[config.mk]
export PLATFORM = sky130hd
export DESIGN_NAME = alu_ctrl_stage
export DESIGN_NICKNAME = d
export VERILOG_FILES = /design/src/rtl/beta_pkg.sv /design/src/rtl/alu_op_decode.sv /design/src/rtl/alu_ctrl_stage.sv
export SDC_FILE = /design/constraint.sdc
export NUM_CORES = 1
export LEC_CHECK = 0
export CORE_AREA = 2 2 43 45
export DETAILED_ROUTE_END_ITERATION = 10
export DIE_AREA = 0 0 45 47
export GPL_ROUTABILITY_DRIVEN = 0
export GPL_TIMING_DRIVEN = 0
export HOLD_SLACK_MARGIN = 0.12
export PLACE_DENSITY = 0.77
export SYNTH_ARGS = -nofsm -noshare
export SYNTH_HDL_FRONTEND = slang
export SYNTH_SLANG_ARGS = --single-unit
[constraint.sdc]
create_clock -name clk -period 4.1 [get_ports clk]
set_clock_uncertainty 0.1 [all_clocks]
set_input_delay 1.23 -clock clk [delete_from_list [all_inputs] [get_ports clk]]
set_output_delay 1.23 -clock clk [all_outputs]
set_load 0.02 [all_outputs]
[src/rtl/beta_pkg.sv]
// beta_pkg: shared opcode constants, default ALUFN width and ALU-control FSM states
package beta_pkg;
    localparam int ALUFN_W_DEF = 4;
    localparam logic [5:0] OP_MUL  = 6'h22;
    localparam logic [5:0] OP_MULC = 6'h32;
    localparam logic [5:0] OP_DIV  = 6'h23;
    localparam logic [5:0] OP_DIVC = 6'h33;
    typedef enum logic [1:0] {IDLE, BUSY, VALID} state_t;
endpackage

[src/rtl/alu_op_decode.sv]
// alu_op_decode: combinational Beta opcode decode into B-select, ALU function and latency class
module alu_op_decode
    import beta_pkg::*;
#(
    parameter int ALUFN_W = ALUFN_W_DEF
) (
    input  logic [5:0]         opcode_i,
    output logic               bsel_o,
    output logic [ALUFN_W-1:0] alufn_o,
    output logic               multi_o,
    output logic               is_div_o
);
    assign bsel_o   = ~opcode_i[4];
    assign alufn_o  = opcode_i[5] ? opcode_i[ALUFN_W-1:0] : '0;
    assign is_div_o = opcode_i == OP_DIV || opcode_i == OP_DIVC;
    assign multi_o  = is_div_o || opcode_i == OP_MUL || opcode_i == OP_MULC;
endmodule

[src/rtl/alu_ctrl_stage.sv]
// alu_ctrl_stage: registered ALU-control stage that sequences multi-cycle MUL/DIV ops for EX
module alu_ctrl_stage
    import beta_pkg::*;
#(
    parameter int ALUFN_W = ALUFN_W_DEF,
    parameter int MUL_LAT = 4,
    parameter int DIV_LAT = 8,
    parameter int CNT_W   = $clog2((MUL_LAT > DIV_LAT) ? MUL_LAT : DIV_LAT) + 1
) (
    input  logic               clk,
    input  logic               rst_n,
    input  logic               in_valid,
    input  logic [5:0]         in_opcode,
    output logic               in_ready,
    input  logic               flush,
    input  logic               out_ready,
    output logic               out_valid,
    output logic               out_bsel,
    output logic [ALUFN_W-1:0] out_alufn,
    output logic               out_busy,
    output logic [CNT_W-1:0]   out_step
);
    localparam logic [CNT_W-1:0] MUL_L = CNT_W'(MUL_LAT);
    localparam logic [CNT_W-1:0] DIV_L = CNT_W'(DIV_LAT);

    state_t             state_q, state_d;
    logic [CNT_W-1:0]   step_q, step_d, last_q, last_d, lat;
    logic               bsel_q, bsel_d, dec_bsel, dec_multi, dec_div, accept;
    logic [ALUFN_W-1:0] alufn_q, alufn_d, dec_alufn;

    alu_op_decode #(.ALUFN_W(ALUFN_W)) u_dec (
        .opcode_i (in_opcode),
        .bsel_o   (dec_bsel),
        .alufn_o  (dec_alufn),
        .multi_o  (dec_multi),
        .is_div_o (dec_div)
    );

    // last_q keeps the final BUSY step (L-2) so the counter compare needs no subtractor per cycle
    assign lat       = dec_multi ? (dec_div ? DIV_L : MUL_L) : CNT_W'(1);
    assign in_ready  = rst_n && !flush && (state_q == IDLE || (state_q == VALID && out_ready));
    assign accept    = in_valid && in_ready;
    assign out_valid = state_q == VALID;
    assign out_busy  = state_q == BUSY;
    assign out_step  = step_q;
    assign out_bsel  = bsel_q;
    assign out_alufn = alufn_q;

    // next state: flush wins, then accept/reload, then BUSY counting, then VALID drain
    always_comb begin
        state_d = state_q;
        step_d  = step_q;
        last_d  = last_q;
        bsel_d  = bsel_q;
        alufn_d = alufn_q;
        if (flush) begin
            state_d = IDLE;
            step_d  = '0;
        end else if (accept) begin
            state_d = (lat == CNT_W'(1)) ? VALID : BUSY;
            step_d  = '0;
            last_d  = lat - CNT_W'(2);
            bsel_d  = dec_bsel;
            alufn_d = dec_alufn;
        end else if (state_q == BUSY) begin
            state_d = (step_q == last_q) ? VALID : BUSY;
            step_d  = step_q + CNT_W'(1);
        end else if (state_q == VALID && out_ready) begin
            state_d = IDLE;
            step_d  = '0;
        end
    end

    // pipeline register with synchronous active-low reset
    always_ff @(posedge clk) begin
        if (!rst_n) begin
            state_q <= IDLE;
            step_q  <= '0;
            last_q  <= '0;
            bsel_q  <= 1'b0;
            alufn_q <= '0;
        end else begin
            state_q <= state_d;
            step_q  <= step_d;
            last_q  <= last_d;
            bsel_q  <= bsel_d;
            alufn_q <= alufn_d;
        end
    end
endmodule

Word-level counts from Yosys, hierarchy flattened
Index checks and enable logic that the tools add are counted.
{"block": "totals", "input_bits": 11, "word_cells": 43, "reg_bits": 15}
{"block": "op_classes", "n_reduce_logical": 15, "add_sub_neg": 2, "n_mux": 10, "eq_ne": 8, "bitwise_logic": 3}
{"cell": "$eq A6 B6 Y1 const B", "n": 4}
{"cell": "$mux W4", "n": 5}
{"cell": "$mux W2", "n": 5}
{"cell": "$add A4 B1 Y4 const B", "n": 1}
{"cell": "$eq A4 B1 Y1 const B", "n": 1}
{"cell": "$eq A4 B4 Y1", "n": 1}
{"cell": "$logic_and A1 B1 Y1", "n": 4}
{"cell": "$logic_or A1 B1 Y1", "n": 4}
{"cell": "$sub A4 B2 Y4 const B", "n": 1}
{"cell": "$not A1 Y1", "n": 3}
{"cell": "$reduce_bool A3 Y1", "n": 1}
{"cell": "$reduce_or A3 Y1", "n": 1}
{"cell": "$eq A2 B1 Y1 const B", "n": 1}
{"cell": "$eq A2 B2 Y1 const B", "n": 1}
{"cell": "$logic_not A2 Y1", "n": 1}
{"cell": "$reduce_and A2 Y1", "n": 1}
{"cell": "$reduce_bool A2 Y1", "n": 1}
{"cell": "$reduce_or A2 Y1", "n": 1}
{"cell": "$logic_not A1 Y1", "n": 1}

Logic depth before layout (Yosys ltp)
{"block": "logic_depth", "depth_word": 8, "mapped_depth": 5, "mapped_depth_nobuf": 4}

Cells and area by module
Synthesis repeated with hierarchy kept, for this count alone.
{"block": "unflattened", "cells_unflattened": 92, "hier_area_um2": 822.0}
{"mod": "alu_ctrl_stage", "instances": 1, "cells_per_inst": 84, "area_each_um2": 765.7, "seq_area_each_um2": 300.3}
{"mod": "alu_op_decode", "instances": 1, "cells_per_inst": 8, "area_each_um2": 56.3, "seq_area_each_um2": 0.0}

Worst setup path after synthesis
No wires, ideal clock.
{"block": "synth_path", "path_type": "in2out", "start": "input port rst_n", "end": "output port in_ready", "arrival_ns": 1.952, "t_required_ns": 2.770, "setup_slack_ns": 0.818, "stages": 4, "path_cell_list": "buf_2 nor2b_1 nand2_1 nor2_1"}
{"block": "synth_via", "elab_chain_cells": 2}
{"element": "start, declared", "line": "alu_ctrl_stage.sv:11", "source": "input logic rst_n,"}
{"element": "$logic_and A1 B1 Y1 (2 in a row)", "line": "alu_ctrl_stage.sv:41", "source": "assign in_ready = rst_n && !flush && (state_q == IDLE || (state_q == VALID && out_ready));"}
{"element": "end, declared", "line": "alu_ctrl_stage.sv:14", "source": "output logic in_ready,"}
Every way passes these cells.

Worst setup path in the final report
Ends and elaborated chain as after synthesis.

==> flow_summary.toml <==
[run_status]
outcome = "finished clean"

[cells_and_area]
synthToLayoutAreaGrowth_pct = 36.9
final_cells = 123
multi_input_area_sq_um = 410
fillers = 154
nets = 119
drive_gt1_share_pct = 11.3
antenna_cells = 0
seq_area_sq_um = 300

[clock_network]
clock_latency_ns = 0.29
clk_pin_slew_ns = 0.09
post-cts-setup-buffers = 0
tritoncts = "done"
cts_buffer_depth = 2
htreeDepth = 1
cts_sinks = 15
ctsHoldBuffers = 0
cts_buffers = 3
clockRootBuffer = "clkbuf_4"

[floorplanning]
core_sq_mm = 0.00165
rows = 15
start_util_pct = 44.4
die_area_sq_mm = 0.00212
die_x_um = 45
fp.dieH_um = 47
pin_count = 23

[place]
placed_cells = 119
io_buffers = 22
dp_hpwl_um = 1130
pre_cts_ws_ns = -0.181

[logic_synthesis]
yosys.area_share.adder_pct = 1.71
ys_seq_elements = 15
synth_xor_xnor_area_share_pct = 5.97
synth_edf_count = 0
async_flop_share_pct = 0
synth_area_leaders = "dfxtp_1, xor2_1, nor2_1, nand2_1, o211a_1"
synth-simple-area-share_pct = 29.9
ys.flop_type = "dfxtp_1"
synth_fp_nets = 92
yosys.area.top_type = "dfxtp_1"
synth-compound-area-share_pct = 15.4
ys_warn_count = 0
synth_top_family_by_area = "simple AND/OR/NAND/NOR gates"
synth_cell_types = 29
syn_area_sq_um = 733
synthMuxAreaShare_pct = 2.73
synth-seq-area-share_pct = 41.0
postSynthAreaPerCell_sq_um = 9.17
synth_top_area_share_pct = 41.0
postSynthCellCount = 80

[timing]
rsz0062_at_grt = "false"
fin_crit_ns = 3.92
fin_ws_ns = 0.179
finalMaxSlewViolations = 0
period_share_pct = 95.6
clock.fmax_mhz = 255
slew_headroom_pct = 83.4
finalSetupViolations = 0
hold_violations = 0
worst_slew_pin_slew_ns = 0.247

[setup_path]
critPathTopFamily = "buffers and inverters"
worstPathRequired_ns = 2.77
r2r_slack_ns = 2.62
crit_chain = "clkdlybuf4s50_1 > buf_2 > nor2b_2 > nand2_1 > nor2_1 > dlygate4sd2_1"
path_buf_inv = 3
slowest_stage = "clkdlybuf4s50_1"
cp.arrival_ns = 2.59
critPathLaunchType = "input pin"
end_kind = "output port"
cp_slowest_stage_delay_ns = 0.46
critPathKind = "input pin to output port"
path_max_fanout = 10

[power]
p_leak_nw = 0.442
ir_worst_vdd_uv = 247
powerDensity_mw_per_mm2 = 277

[grt]
grt_pass1_vias = 542
antenna_found_initial = 0
grt_first_pass_wirelength_um = 2330
grt_max_degree = 11
grt_overflow = 0
track_usage_pct = 15.5

[hold_path]
hp-class = "flip-flop to flip-flop"

[detailed_routing]
routedWlPerCell_um = 11.9
viasPerCell = 5.23
dr.pass1.iters = 3
drc_errors = 0
drtIter0Drc = 7
ant_nets = 0
totalWireLength_um = 1460
dr_total_vias = 643

[flow_run]
max-cap-violations = 0
[cells in the mapped netlist, types with 2 or more instances]
cell type	number
mux2i_1	2
buf_2	2
nor3_1	3
nand3_1	5
nand2_1	9
a22oi_1	2
dfxtp_1	15
xor2_1	5
nor2b_1	3
a21boi_1	4
o211a_1	3
nor2_1	10
[flip-flops by register name (all words and copies together) (netlist names)]
name       cells
last_q         4
out_bsel       1
state_q        2
out_step       4
out_alufn      4
[routing by layer]
layer  up-vias  wire length [um]  global-route usage (%)
met5         -                 0                       0
met4         0                40                    10.6
met3         4                51                    2.31
met2        11               672                    21.4
met1       295               699                    22.0
li1        333                 -                       -
[stage by stage]
step           cell area (sq um)  hold slack (ns)  util (%)  setup TNS (ns)  power (mW)
3_5_place_dp                 975            0.343      59.0          -0.181       0.197
2_1_floorplan                733            0.360         -               0       0.178
4_1_cts                     1000            0.354      60.8               0       0.279
6_report                    1000            0.350      60.8               0       0.278
3_3_place_gp                 975            0.336      59.0          -0.176       0.196
5_1_grt                     1000            0.380      60.8               0       0.288
[layout make-up]
class | count | share of cell area, %
tap | 17 | 2.12
timing repair buffer | 22 | 21.8
buffer | 3 | 2.12
clock buffer | 3 | 2.24
clock inverter | 1 | 0.499
inverter | 1 | 0.374
sequential | 15 | 29.9
multi-input combinational | 61 | 40.9
[report_power, final]
group          switching, mW  internal (mW)  leakage [nW]
Clock                 0.0485         0.0362        0.0177
Combinational         0.0180         0.0227         0.302
Sequential           0.00259          0.150         0.122
Total                 0.0691          0.208         0.442
[repair_timing]
action / in CTS / in global routing
gates resized for setup: 2 / 0
setup endpoints to repair: 1 / 0
hold endpoints to repair: 0 / 0
[path summary, 6_finish.rpt]
check                     from            to  depth (start not counted)
setup / recovery         rst_n      in_ready                          6
hold / removal    out_alufn[0]  out_alufn[0]                          2
setup reg to reg   out_step[0]    state_q[0]                          4
hold reg to reg   out_alufn[0]  out_alufn[0]                          2
[kinds of logic after synthesis]
family                   after synthesis
AND/OR/NAND/NOR                       39
flip-flops                            15
AO/OA/AOI/OAI                         14
XOR/XNOR                               5
buffers and inverters                  4
multiplexers                           2
adder cells (fa/ha/maj)                1
[worst register-to-register path, stage by stage (launching register included)]
cell	delay [ns]
dfxtp_1	0.44
xor2_1	0.14
nor4_4	0.28
nor2_1	0.07
o311a_1	0.35
[placed cells by master (no fill, tap or decap)]
cell type	synthesis	layout
or2_1	1	1
buf_2	2	2
nor3b_2	1	1
and3b_1	1	1
nor2b_2	0	1
nand2_2	1	1
nand2_1	9	9
and2_4	1	1
mux2i_1	2	2
ha_1	1	1
nor3_1	3	3
o31ai_1	1	1
buf_6	1	1
clkdlybuf4s50_1	0	21
o21a_1	1	1
clkbuf_4	0	3
nor2_1	10	10
o21bai_1	1	1
nand2b_1	1	1
o311a_1	1	1
nand4_1	1	1
clkinv_2	0	1
nor2b_1	3	2
and4bb_1	1	1
dlygate4sd2_1	0	1
nor4_4	1	1
inv_1	1	1
nand3_1	5	5
xor2_1	5	5
a22oi_1	2	2
a21boi_1	4	4
a21oi_1	1	1
o211a_1	3	3
dfxtp_1	15	15
Power figures use the tool's default switching activity.
